==> config.mk <==
export PLATFORM = sky130hd
export DESIGN_NAME = pipeline_ctrl
export DESIGN_NICKNAME = d
export VERILOG_FILES = /design/src/rtl/pipeline_ctrl_pkg.sv /design/src/rtl/pipeline_ctrl_cnt.sv /design/src/rtl/pipeline_ctrl.sv
export SDC_FILE = /design/constraint.sdc
export NUM_CORES = 1
export LEC_CHECK = 0
export BUFFER_PORTS_ARGS = -buffer_cell sky130_fd_sc_hd__buf_2
export CORE_ASPECT_RATIO = 1.25
export CORE_MARGIN = 2
export CORE_UTILIZATION = 30
export CTS_CLUSTER_DIAMETER = 60
export DETAILED_ROUTE_END_ITERATION = 8
export PLACE_DENSITY = 0.61
export SETUP_SLACK_MARGIN = 0.02
export SYNTH_ARGS = -nofsm -noshare
export SYNTH_HDL_FRONTEND = slang
export SYNTH_SLANG_ARGS = --single-unit
==> constraint.sdc <==
create_clock -name clk -period 1.7 [get_ports clk]
set_clock_uncertainty 0.05 [all_clocks]
set_input_delay 0.085 -clock clk [delete_from_list [all_inputs] [get_ports clk]]
set_output_delay 0.085 -clock clk [all_outputs]
set_load 0.05 [all_outputs]
==> src/rtl/pipeline_ctrl_pkg.sv <==
// Shared pipeline control types: stall vector layout, stage indices and sequencer states.
// Stall constants are prefix masks: holding stage k also holds every stage upstream of it.
package pipeline_ctrl_pkg;

    typedef logic [5:0] Stall_t;

    localparam int STAGE_PC  = 0;
    localparam int STAGE_IF  = 1;
    localparam int STAGE_ID  = 2;
    localparam int STAGE_EX  = 3;
    localparam int STAGE_MEM = 4;
    localparam int STAGE_WB  = 5;

    typedef enum logic [1:0] {
        CTRL_IDLE      = 2'd0,
        CTRL_MDIV      = 2'd1,
        CTRL_MDIV_DONE = 2'd2,
        CTRL_FLUSH     = 2'd3
    } Ctrl_state_t;

    localparam Stall_t STALL_NONE   = 6'b000000;
    localparam Stall_t STALL_TO_IF  = Stall_t'((32'd1 << (STAGE_IF + 1)) - 32'd1);
    localparam Stall_t STALL_TO_ID  = Stall_t'((32'd1 << (STAGE_ID + 1)) - 32'd1);
    localparam Stall_t STALL_TO_EX  = Stall_t'((32'd1 << (STAGE_EX + 1)) - 32'd1);
    localparam Stall_t STALL_TO_MEM = Stall_t'((32'd1 << (STAGE_MEM + 1)) - 32'd1);

    // Most downstream requester wins; its successor receives a bubble.
    function automatic Stall_t stall_from_req(
        input logic req_if,
        input logic req_id,
        input logic req_ex,
        input logic req_mem
    );
        Stall_t v;
        if (req_mem) begin
            v = STALL_TO_MEM;
        end else if (req_ex) begin
            v = STALL_TO_EX;
        end else if (req_id) begin
            v = STALL_TO_ID;
        end else if (req_if) begin
            v = STALL_TO_IF;
        end else begin
            v = STALL_NONE;
        end
        return v;
    endfunction

endpackage

==> src/rtl/pipeline_ctrl_cnt.sv <==
// Loadable down-counter that saturates at zero; times both the mul/div window and the flush window.
module pipeline_ctrl_cnt #(
    parameter int W = 5
) (
    input  logic         clk,
    input  logic         rst,
    input  logic         i_load,
    input  logic [W-1:0] i_value,
    input  logic         i_en,
    output logic         o_zero
);

    logic [W-1:0] r_count;

    // Count register: load has priority over decrement.
    always_ff @(posedge clk) begin
        if (rst) begin
            r_count <= {W{1'b0}};
        end else if (i_load) begin
            r_count <= i_value;
        end else if (i_en && (r_count != {W{1'b0}})) begin
            r_count <= r_count - W'(1);
        end else begin
            r_count <= r_count;
        end
    end

    assign o_zero = (r_count == {W{1'b0}});

endmodule

==> src/rtl/pipeline_ctrl.sv <==
// Stall/flush sequencer for the 6-stage pipeline: merges stage stall requests, times the
// mul/div EX window and converts a committed exception into a flush with redirect PC.
module pipeline_ctrl
    import pipeline_ctrl_pkg::*;
#(
    parameter int MDIV_CYCLES      = 32,
    parameter int EXC_FLUSH_CYCLES = 1
) (
    input  logic        clk,
    input  logic        rst,
    input  logic        stallreq_if,
    input  logic        stallreq_id,
    input  logic        stallreq_ex,
    input  logic        stallreq_mem,
    input  logic        mdiv_start,
    input  logic        exc_valid,
    input  logic [31:0] exc_pc,
    output logic [5:0]  stall,
    output logic        flush,
    output logic [31:0] new_pc,
    output logic        mdiv_busy,
    output logic        mdiv_done
);

    localparam int CNT_MAX = (MDIV_CYCLES > EXC_FLUSH_CYCLES) ? MDIV_CYCLES : EXC_FLUSH_CYCLES;
    localparam int CNT_W   = (CNT_MAX > 1) ? $clog2(CNT_MAX) : 1;
    localparam logic [CNT_W-1:0] MDIV_LOAD  = CNT_W'(MDIV_CYCLES - 1);
    localparam logic [CNT_W-1:0] FLUSH_LOAD = CNT_W'(EXC_FLUSH_CYCLES - 1);

    Ctrl_state_t      r_state;
    Ctrl_state_t      w_next_state;
    logic [31:0]      r_new_pc;
    logic             w_cnt_load;
    logic             w_cnt_en;
    logic             w_cnt_zero;
    logic [CNT_W-1:0] w_cnt_value;
    logic             w_exc_take;
    logic             w_mdiv_take;
    Stall_t           w_req_stall;

    // Nothing is accepted during FLUSH; a mul/div only starts from IDLE and loses to an exception.
    assign w_exc_take  = exc_valid && (r_state != CTRL_FLUSH);
    assign w_mdiv_take = mdiv_start && !exc_valid && (r_state == CTRL_IDLE);
    assign w_req_stall = stall_from_req(stallreq_if, stallreq_id, stallreq_ex, stallreq_mem);
    assign new_pc      = r_new_pc;

    pipeline_ctrl_cnt #(
        .W (CNT_W)
    ) u_cnt (
        .clk     (clk),
        .rst     (rst),
        .i_load  (w_cnt_load),
        .i_value (w_cnt_value),
        .i_en    (w_cnt_en),
        .o_zero  (w_cnt_zero)
    );

    // State register and handler address capture.
    always_ff @(posedge clk) begin
        if (rst) begin
            r_state  <= CTRL_IDLE;
            r_new_pc <= 32'h0000_0000;
        end else begin
            r_state <= w_next_state;
            if (w_exc_take) begin
                r_new_pc <= exc_pc;
            end else begin
                r_new_pc <= r_new_pc;
            end
        end
    end

    // Next-state and counter control; an exception reloads the counter, aborting any mul/div.
    always_comb begin
        w_next_state = r_state;
        w_cnt_load   = 1'b0;
        w_cnt_en     = 1'b0;
        w_cnt_value  = FLUSH_LOAD;
        case (r_state)
            CTRL_IDLE: begin
                if (w_exc_take) begin
                    w_next_state = CTRL_FLUSH;
                    w_cnt_load   = 1'b1;
                    w_cnt_value  = FLUSH_LOAD;
                end else if (w_mdiv_take) begin
                    w_next_state = CTRL_MDIV;
                    w_cnt_load   = 1'b1;
                    w_cnt_value  = MDIV_LOAD;
                end else begin
                    w_next_state = CTRL_IDLE;
                end
            end
            CTRL_MDIV: begin
                if (w_exc_take) begin
                    w_next_state = CTRL_FLUSH;
                    w_cnt_load   = 1'b1;
                    w_cnt_value  = FLUSH_LOAD;
                end else if (w_cnt_zero) begin
                    w_next_state = CTRL_MDIV_DONE;
                end else begin
                    w_next_state = CTRL_MDIV;
                    w_cnt_en     = 1'b1;
                end
            end
            CTRL_MDIV_DONE: begin
                if (w_exc_take) begin
                    w_next_state = CTRL_FLUSH;
                    w_cnt_load   = 1'b1;
                    w_cnt_value  = FLUSH_LOAD;
                end else begin
                    w_next_state = CTRL_IDLE;
                end
            end
            CTRL_FLUSH: begin
                if (w_cnt_zero) begin
                    w_next_state = CTRL_IDLE;
                end else begin
                    w_next_state = CTRL_FLUSH;
                    w_cnt_en     = 1'b1;
                end
            end
            default: begin
                w_next_state = CTRL_IDLE;
            end
        endcase
    end

    // Output decode; stall stays combinational so a load-use hold takes effect this cycle.
    always_comb begin
        stall     = STALL_NONE;
        flush     = 1'b0;
        mdiv_busy = 1'b0;
        mdiv_done = 1'b0;
        case (r_state)
            CTRL_IDLE: begin
                stall = w_req_stall | (w_mdiv_take ? STALL_TO_EX : STALL_NONE);
            end
            CTRL_MDIV: begin
                stall     = w_req_stall | STALL_TO_EX;
                mdiv_busy = 1'b1;
            end
            CTRL_MDIV_DONE: begin
                stall     = w_req_stall;
                mdiv_done = 1'b1;
            end
            CTRL_FLUSH: begin
                stall = STALL_NONE;
                flush = 1'b1;
            end
            default: begin
                stall = STALL_NONE;
            end
        endcase
        if (rst) begin
            stall = STALL_NONE;
        end else begin
            stall = stall;
        end
    end

endmodule

Yosys cells after proc, flatten, opt, wreduce, memory -nomap -nowiden
Cells that the tools add are included.
- bits in registers: 39
- input bits: 40
- output and inout bits: 41
- logic and storage cells: 48
- add/sub/neg operators: 1
- eq/ne operators: 4
- mux-type cells: 29
- bitwise gates (word level): 1
- reductions and logical operators: 10
- operators with widths (kind ; count):
    two-way mux 5 bit ; 5
    one-hot mux 6 bit (4 select lines) ; 1
    two-way mux 2 bit ; 6
    two-way mux 6 bit ; 2
    two-way mux 1 bit ; 9
    two-way mux 4 bit ; 2
    one-hot mux 2 bit (4 select lines) ; 1
    OR 6 x 4 -> 6 bit ; 1
    zero test 5 bit ; 1
    nonzero test 5 bit ; 1
    subtractor 5 x 1 -> 5 bit (second input constant) ; 1
    equality test 2 bit (second input constant) ; 2
    logical AND 1 bit ; 4
    one-hot mux 1 bit (2 select lines) ; 2
    two-way mux 3 bit ; 1
    equality test 2 x 1 -> 1 bit (second input constant) ; 1
    zero test 2 bit ; 1
    inequality test 2 bit (second input constant) ; 1
    nonzero test 2 bit ; 1
    OR reduction 2 bit ; 1
    zero test 1 bit ; 1

Logic depth before layout (Yosys ltp)
Gate-level depths: netlist (run 1).
- word-level depth: 7
- mapped depth: 7
- depth with buffers taken out: 6

Cells and area by module
A second synthesis (run 1) with hierarchy kept.
- cell total of the unflattened synthesis: 217
- area total of the unflattened synthesis: 1841.8 µm²
- modules (own cells, without submodules) (module ; instances ; cells each ; area each (µm²) ; sequential area each (µm²)):
    pipeline_ctrl ; 1 ; 180 ; 1515.2 ; 680.7
    pipeline_ctrl_cnt ; 1 ; 37 ; 326.6 ; 100.1

Least setup slack after synthesis (run 1)
No wires, ideal clock.
- kind: reg-to-output
- from: register r_state[1]
- to: output port stall[1]
- data arrival time: 2096 ps
- data required time: 1565 ps
- slack: -531 ps
- cell stages (with the launch flop): 8
- path buffers: 1
- cells stage by stage: dfxtp_1 > inv_1 > ha_1 > nor2b_1 > nor3_1 > o21ai_0 > o31a_1 > buf_4
- longest elaborated chain between the ends: 6
- elaborated cells on any way between the ends: 9
- those cells by class: eq/ne: 3; mux: 3; bitwise: 1; reduce/logical: 2
- ends and longest elaborated chain (item ; RTL line ; text):
    start, declared ; pipeline_ctrl.sv:30 ; Ctrl_state_t r_state;
    start signal, assigned ; pipeline_ctrl.sv:64 ; r_state <= w_next_state;
    zero test 2 bit ; pipeline_ctrl.sv:43, pipeline_ctrl.sv:134 ;
    logical AND 1 bit ; pipeline_ctrl.sv:43 ; assign w_mdiv_take = mdiv_start && !exc_valid && (r_state == CTRL_IDLE);
    two-way mux 4 bit ; pipeline_ctrl.sv:136 ; stall = w_req_stall | (w_mdiv_take ? STALL_TO_EX : STALL_NONE);
    OR 6 x 4 -> 6 bit ; pipeline_ctrl.sv:136 ;
    one-hot mux 6 bit (4 select lines) (*) ; pipeline_ctrl.sv:134 ; case (r_state)
    two-way mux 6 bit (*) ; pipeline_ctrl.sv:154 ; if (rst) begin
    end, declared ; pipeline_ctrl.sv:18 ; output logic [5:0] stall,
Mark *: on every way between the ends. The rest lies on a longest branch, timed or not.

Worst setup path in the final report (run 1)
- from: register r_state[0]
- to: output port stall[1]
Same word-level chain as after synthesis.

==> results.yml, run 1 <==
worst_setup_path:
  cp_top_family: "compound AO/OA/AOI/OAI gates"
  critical_path_arrival_ns: 1.72
  crit_slowest_cell: "o31a_2"
  cp_cell_sequence: "buf_6, ha_4, nor2b_4, nor3_2, o21ai_1, o31a_2, buf_8"
  reg2reg_setup_slack_ns: 0.05
  ff2ff_path_depth: 6
  crit_required_ns: 1.56
  crit-reg2reg-capture: "u_cnt.r_count[0]$_SDFFE_PP0P_"
  cpPeakStageDelay_ns: 0.37
  path_max_fanout: 3
  worstReg2RegStart: "u_cnt.r_count[1]$_SDFFE_PP0P_"
  crit_buf_inv: 2
  worst-setup-path-type: "flop to output pin"
  endpoint_kind_of_the_worst_setup_timing_path: "output pin"
  crit_path_start_kind: "flop"
clocking:
  clk-insertion-delay-late_ns: 0.28
  root_buffer_cell: "clkbuf_8"
  cts_sinks: 39
  tritoncts_clock_tree: "done"
  clkSlewWorstSetupHoldPaths_ns: 0.07
  clk_path_buf_depth: 2
  tritoncts.num_buffers: 5
  cts_max_level: 2
run_status:
  run_status: "complete, but fails checks"
  violations: "negative setup slack"
grt:
  antenna_found_initial: 0
  grt_remaining_overflow: 0
  grt_first_pass_wirelength_um: 7560
  grt_max_degree: 40
  grt.total_usage_pct: 15.2
  first_global_vias: 1740
timing:
  hold_violations: 0
  fmaxAchievable_mhz: 538
  drv_slew: 0
  final_min_period_over_clock_period_pct: 109
  fin_ws_ns: -0.160
  rsz_0062_raised_after_global_routing: "true"
  finalSetupViolCount: 5
  final_period_minus_worst_setup_slack_ns: 1.86
min_path:
  timing.hold.worst_endpoint: "r_state[1]$_SDFF_PP0_"
  min_delay_path_depth: 4
  worstHoldStart: "exc_valid"
  min_path_type: "input pin to flop"
pwr:
  power_per_cell_area_nw_per_um2: 1010
  max-vdd-ir-drop_mv: 0.492
  p_total_uw: 2820
  power.leakage_uw: 0.00128
layout:
  proportion_of_layout_cells_with_a_drive_suffix_above_1_pct: 39.6
  synthToLayoutAreaGrowth_pct: 65.1
  nNetsFinal: 377
  num_antenna_cells: 0
synthesis:
  synth_simple_gate_area_share_pct: 21.9
  yosysTopAreaCellShare_pct: 46.3
  synth_area_um2: 1690
  ys_seq_area_share_pct: 46.3
  synth_adder_area_share_pct: 3.71
  synth_top_area_cell: "dfxtp_1"
  synth_xor_xnor_area_share_pct: 0
  synth_compound_area_share_pct: 21.2
  synth_area_leaders: "dfxtp_1 (46%), nand2_1 (15%), a21oi_1 (11%), ha_1 (3.7%), inv_1 (1.8%)"
  ys_warn_count: 0
  syn_nets: 256
  synth_cells: 211
  syn_area_per_cell_um2: 7.99
  synth_top_family_by_area: "simple AND/OR/NAND/NOR gates"
  synthDistinctLibCells: 38
  synth.mux.area_fraction_pct: 0.594
  synth.ff_latch_count: 39
drt:
  viasPerCell: 4.69
  detailed_route_via_count: 1861
  detail-route-antenna-nets: 0
  drtPass1Iterations: 4
  drc_errors: 0
  drtIter0Drc: 74
  route.detailed.wl_per_inst_um: 12.1
  detail_route.wirelength_um: 4820
floorplan:
  starting_density_pct: 31.0
  core_um2: 5440
  fp.dieH_um: 87.8
  dieWidth_um: 71.0
  floorplan.die_area_um2: 6240
  ios: 81
  num_rows: 30
place:
  port_buffers: 79
  detailed_place_hpwl_um: 2940
  routabilityCongestion: 0.791
  dp_worst_setup_slack_ns: -0.0138
flow_run:
  reported_max_cap_violation_count: 0
cell usage after synthesis (all sizes together):
library cell and n:
nor4 1, o31a 1, or3 1, a31oi 1
o22a 1, or2 1, a22oi 1, conb 1
o41ai 1, o21ba 1, and2b 1, buf 7
o2111ai 1, mux2i 1, o221a 1, o21a 2
and2 3, dfxtp 39, o22ai 1, nor3 3
inv 8, a221oi 1, clkbuf 7, ha 5
nor2b 2, nand2 68, a21oi 37, or4b 1
nor2 5, o31ai 1, nand2b 1, o311ai 1
o21ai 4, o32ai 1
worst max-delay path by stage:
stage                                       start                             to  slack (ns)  cells past startpoint
global placement    u_cnt.r_count[1]$_SDFFE_PP0P_  u_cnt.r_count[0]$_SDFFE_PP0P_        0.03                      6
finish                      r_state[0]$_SDFF_PP0_                       stall[1]       -0.16                      7
global route                r_state[0]$_SDFF_PP0_                       stall[3]       -0.24                      7
detailed placement          r_state[1]$_SDFF_PP0_                       stall[1]       -0.01                      7
floorplan                   r_state[0]$_SDFF_PP0_  u_cnt.r_count[0]$_SDFFE_PP0P_       -0.09                      6
CTS                         r_state[0]$_SDFF_PP0_                       stall[2]       -0.18                      8
cells in the final DEF (no fill, tap or decap), drive strengths merged, types with 2 or more instances in the layout:
master / synthesis / routed
dfxtp: 39 / 39
inv: 8 / 8
nor3: 3 / 3
o21ai: 4 / 4
buf: 7 / 96
nor2b: 2 / 2
clkbuf: 7 / 6
ha: 5 / 5
o21a: 2 / 2
a21oi: 37 / 37
nand2: 68 / 68
dlygate4sd3: 0 / 32
and2: 3 / 3
nor2: 5 / 5
registers in the layout (all words and copies together) (netlist names):
register       cells
new_pc            32
r_state            2
u_cnt.r_count      5
per-layer routing:
metal  routed length (um)  global-route usage, %  share of wire [%]  vias to the layer above
met2                 2640                   28.3                 55                       54
met5                    0                      0                  0                        -
met3                  225                   3.91                4.7                        6
met1                 1910                   16.2                 40                      861
li1                     -                      -                  -                      940
met4                   44                   6.00               0.91                        0
metrics by stage:
step	TNS [ns]	hold WS [ns]	std cells	cell area [um^2]	util (%)
2_1_floorplan	-0.369	0.171	211	1710	-
3_3_place_gp	0	0.275	350	2200	40.4
3_5_place_dp	-0.0384	0.282	350	2200	40.4
4_1_cts	-0.643	0.163	394	2710	49.8
5_1_grt	-1.04	0.192	397	2780	51.1
6_report	-0.564	0.181	397	2780	51.1
area by class of cell:
class,count,area [um^2]
Tap cell,64,80.1
Sequential cell,39,788
Inverter,8,32.5
Fill cell,493,2660
Clock buffer,6,72.6
Multi-Input combinational cell,150,898
Timing Repair Buffer,128,898
Clock inverter,2,12.5
worst reg2reg max path, cell delays in order (launching register included):
cell	delay (ns)
dfxtp_2	0.33
inv_2	0.08
ha_4	0.13
or4b_4	0.50
o21ai_4	0.13
and2_4	0.22
o221a_2	0.17
cells by family (layout without fill, tap and decap cells):
kind of cell,Yosys count,in the layout
DFF,39,39
AOI/OAI and AO/OA,56,56
muxes,1,1
and+or+nand+nor,87,87
other,1,1
adders and majority gates,5,5
buffers and inverters,22,144
power by group:
| part | switching (uW) | internal, uW |
|---|---|---|
| combinational | 674 | 479 |
| sequential | 58.4 | 1000 |
| clock | 325 | 287 |
| total | 1060 | 1770 |
timing repair:
| item | in CTS | in global routing |
|---|---|---|
| endpoints found under the setup margin | 8 | 10 |
| endpoints found under the hold margin | 32 | 0 |
| gates cloned | 0 | 0 |
| pin swaps | 8 | 7 |
| resized for setup | 23 | 11 |
| buffers inserted | 4 | 3 |
| hold buffers | 32 | 0 |
Note: power is estimated with default switching activity, not from simulation.
==> inputs of run 2 (changes only) <==
--- a/config.mk
+++ b/config.mk
@@ -5,12 +5,14 @@
 export SDC_FILE = /design/constraint.sdc
 export NUM_CORES = 1
 export LEC_CHECK = 0
+export ABC_AREA = 1
 export BUFFER_PORTS_ARGS = -buffer_cell sky130_fd_sc_hd__buf_2
 export CORE_ASPECT_RATIO = 1.25
 export CORE_MARGIN = 2
 export CORE_UTILIZATION = 30
 export CTS_CLUSTER_DIAMETER = 60
 export DETAILED_ROUTE_END_ITERATION = 8
+export MAX_ROUTING_LAYER = met4
 export PLACE_DENSITY = 0.61
 export SETUP_SLACK_MARGIN = 0.02
 export SYNTH_ARGS = -nofsm -noshare
==> run 2 against run 1 <==
Net effect:
- the run now ends clean
- fmax is 11% higher
- power is 27% higher
- first-iteration DRC count is 4.1% lower
- register-to-register slack better by 0.10 ns
- combinational power is 62% higher
- worst hold slack better by 0.038 ns
==> results.yml, run 2 <==
floorplan:
  ios: 81
  floorplan.die_area_um2: 6450
  fp.dieH_um: 89.3
  num_rows: 31
  core_um2: 5700
  starting_density_pct: 30.6
  dieWidth_um: 72.2
worst_setup_path:
  worst-setup-path-type: "flop to output pin"
  crit_required_ns: 1.56
  crit_path_start_kind: "flop"
  path_max_fanout: 4
  ff2ff_path_depth: 10
  endpoint_kind_of_the_worst_setup_timing_path: "output pin"
  worstReg2RegStart: "r_state[1]$_SDFF_PP0_"
  crit-reg2reg-capture: "u_cnt.r_count[1]$_SDFFE_PP0P_"
  critical_path_arrival_ns: 1.54
  reg2reg_setup_slack_ns: 0.15
  critPathLaunch: "r_state[0]$_SDFF_PP0_"
pwr:
  pwr-share-clk_pct: 16.6
  p_total_uw: 3590
  power.leakage_uw: 0.00143
  max-vdd-ir-drop_mv: 0.508
  power.internal_uw: 2020
  power_per_cell_area_nw_per_um2: 1260
  share_comb_of_total_power_pct: 51.7
  netSwitchingFraction_pct: 43.7
  sequentialPowerShare_pct: 31.7
  net-switching-power_uw: 1570
layout:
  largest_register_ffs: 32
  fillerInstances: 523
  most-common-layout-cells: "nor2_1 (75), buf_2 (74), dfxtp_1 (37), dlygate4sd3_1 (33), o21ai_0 (32)"
  nNetsFinal: 404
  synthToLayoutAreaGrowth_pct: 63.7
  layout.cells.most_common: "nor2_1"
  proportion_of_layout_cells_with_a_drive_suffix_above_1_pct: 36.9
  num_antenna_cells: 0
synthesis:
  postSynth.asyncResetShare_pct: 0
  number_of_synthesized_flops_with_an_enable_pin: 0
  yosys-top-cells-count: "nor2_1 (78), dfxtp_1 (39), o21ai_0 (32), nand2_1 (26), inv_1 (15)"
  synth_area_um2: 1750
  synth_top_area_cell: "dfxtp_1"
  synth_area_leaders: "dfxtp_1 (45%), nor2_1 (17%), o21ai_0 (9.2%), nand2_1 (5.6%), ha_1 (3.6%)"
  syn_nets: 285
  ys_warn_count: 0
  postSynth.topFlopCell: "dfxtp_1"
  yosys.cell_count.top_type: "nor2_1"
  synth.ff_latch_count: 39
  syn_area_per_cell_um2: 7.27
  ys_seq_area_share_pct: 44.7
  synthDistinctLibCells: 27
  synth_cells: 240
  yosysTopAreaCellShare_pct: 44.7
timing:
  drv_slew: 0
  finalSetupViolCount: 0
  finalSetupTns_ns: 0
  final_period_minus_worst_setup_slack_ns: 1.67
  hold_violations: 0
  rsz_0062_raised_after_global_routing: "true"
  final_min_period_over_clock_period_pct: 98.3
  fmaxAchievable_mhz: 598
min_path:
  worstHoldStart: "exc_valid"
  timing.hold.worst_endpoint: "r_state[0]$_SDFF_PP0_"
  min_delay_path_depth: 5
  min_path_type: "input pin to flop"
grt:
  grt_max_degree: 38
  grt.total_usage_pct: 16.6
  groute.layer.met1.usage_pct: 17.9
  grt_use_met3_pct: 2.93
  first_global_vias: 1875
  groute.layer.met2.usage_pct: 30.4
  grt_first_pass_wirelength_um: 8250
  grt_remaining_overflow: 0
  antenna_found_initial: 0
  global_route.peak_usage_layer: "met2"
drt:
  detail-route-antenna-nets: 0
  detailed_route_via_count: 1911
  detail_route.wirelength_um: 5000
  drtPass1Iterations: 4
  drc_errors: 0
  viasPerCell: 4.49
  route.detailed.wl_per_inst_um: 11.7
  drtIter0Drc: 71
clocking:
  tritoncts_clock_tree: "done"
  tritoncts.num_buffers: 5
  clk-insertion-delay-late_ns: 0.28
  cts_max_level: 2
  root_buffer_cell: "clkbuf_8"
  cts_sinks: 39
  clkSlewWorstSetupHoldPaths_ns: 0.07
  clk_path_buf_depth: 2
place:
  routabilityCongestion: 0.754
  port_buffers: 79
  detailed_place_hpwl_um: 3120
flow_run:
  reported_max_cap_violation_count: 0
run_status:
  run_status: "completed"
[run 2: cell types whose count changed after synthesis, sizes merged, moves of 6 or more]
cell / change
nand2: -39
nand4: +6
o21ai: +28
a21oi: -35
nand3: +8
nor2: +76
inv: +10
[run 2: final cells by class]
class / count / area, um^2 / share of cell area, %
Clock buffer: 5 / 68.8 / 2.41
Clock inverter: 3 / 15.0 / 0.525
Inverter: 18 / 75.1 / 2.63
Multi-Input combinational cell: 170 / 968 / 33.9
Sequential cell: 39 / 786 / 27.5
Tap cell: 66 / 82.6 / 2.89
Timing Repair Buffer: 125 / 862 / 30.2
[run 2: how the worst max path moves through the flow]
stage,endpoint,cells past startpoint
after global routing,stall[3],7
after detailed placement,stall[0],7
final,stall[3],6
after CTS,stall[3],6
after global placement,stall[0],7
after floorplan,stall[1],8
[run 2: power groups by stage]
stage | clock, uW | sequential [uW] | combinational (uW)
finish | 596 | 1140 | 1860
global route | 675 | 1160 | 2070
CTS | 626 | 1140 | 1760
detailed placement | 0 | 1150 | 1580
global placement | 0 | 1150 | 1560
floorplan | 0 | 1390 | 1040
[run 2: cell families after synthesis]
group | share of synthesized area, %
xor gates and xnor gates | 0.502
AOI/OAI and AO/OA | 11.8
adders and majority gates | 3.58
buffers and inverters | 7.74
and+or+nand+nor | 31.4
other | 0.215
DFF | 44.7
[run 2: per-stage QoR]
| step | setup WS [ns] | hold slack (ns) | utilization (%) | cells | cell area [um^2] |
|---|---|---|---|---|---|
| 2_1_floorplan | -0.0858 | 0.104 | - | 240 | 1800 |
| 3_3_place_gp | 0.0884 | 0.244 | 39.9 | 380 | 2270 |
| 3_5_place_dp | 0.0515 | 0.243 | 39.9 | 380 | 2270 |
| 4_1_cts | 0.0226 | 0.187 | 48.8 | 424 | 2790 |
| 5_1_grt | -0.0330 | 0.239 | 50.1 | 426 | 2860 |
| 6_report | 0.0286 | 0.219 | 50.1 | 426 | 2860 |
[run 2: per-layer routing]
layer  vias up  routed length, um
met5         -                  0
met4         0                 37
met3         2                241
met2        54               2720
met1       860               2010
li1        995                  -
[run 2: critical path: stages, from the launching register on]
cell	delay [ns]
dfxtp_2	0.34
buf_4	0.14
ha_4	0.17
o31ai_4	0.24
buf_6	0.15
a31oi_2	0.04
buf_6	0.16
[run 2: repair_timing]
action                                  in CTS  in global routing
hold buffers                                33                  0
pin swaps                                    3                  4
endpoints found under the setup margin       5                 10
endpoints found under the hold margin       34                  0
buffers inserted                             3                  2
gates resized for setup                     24                 11
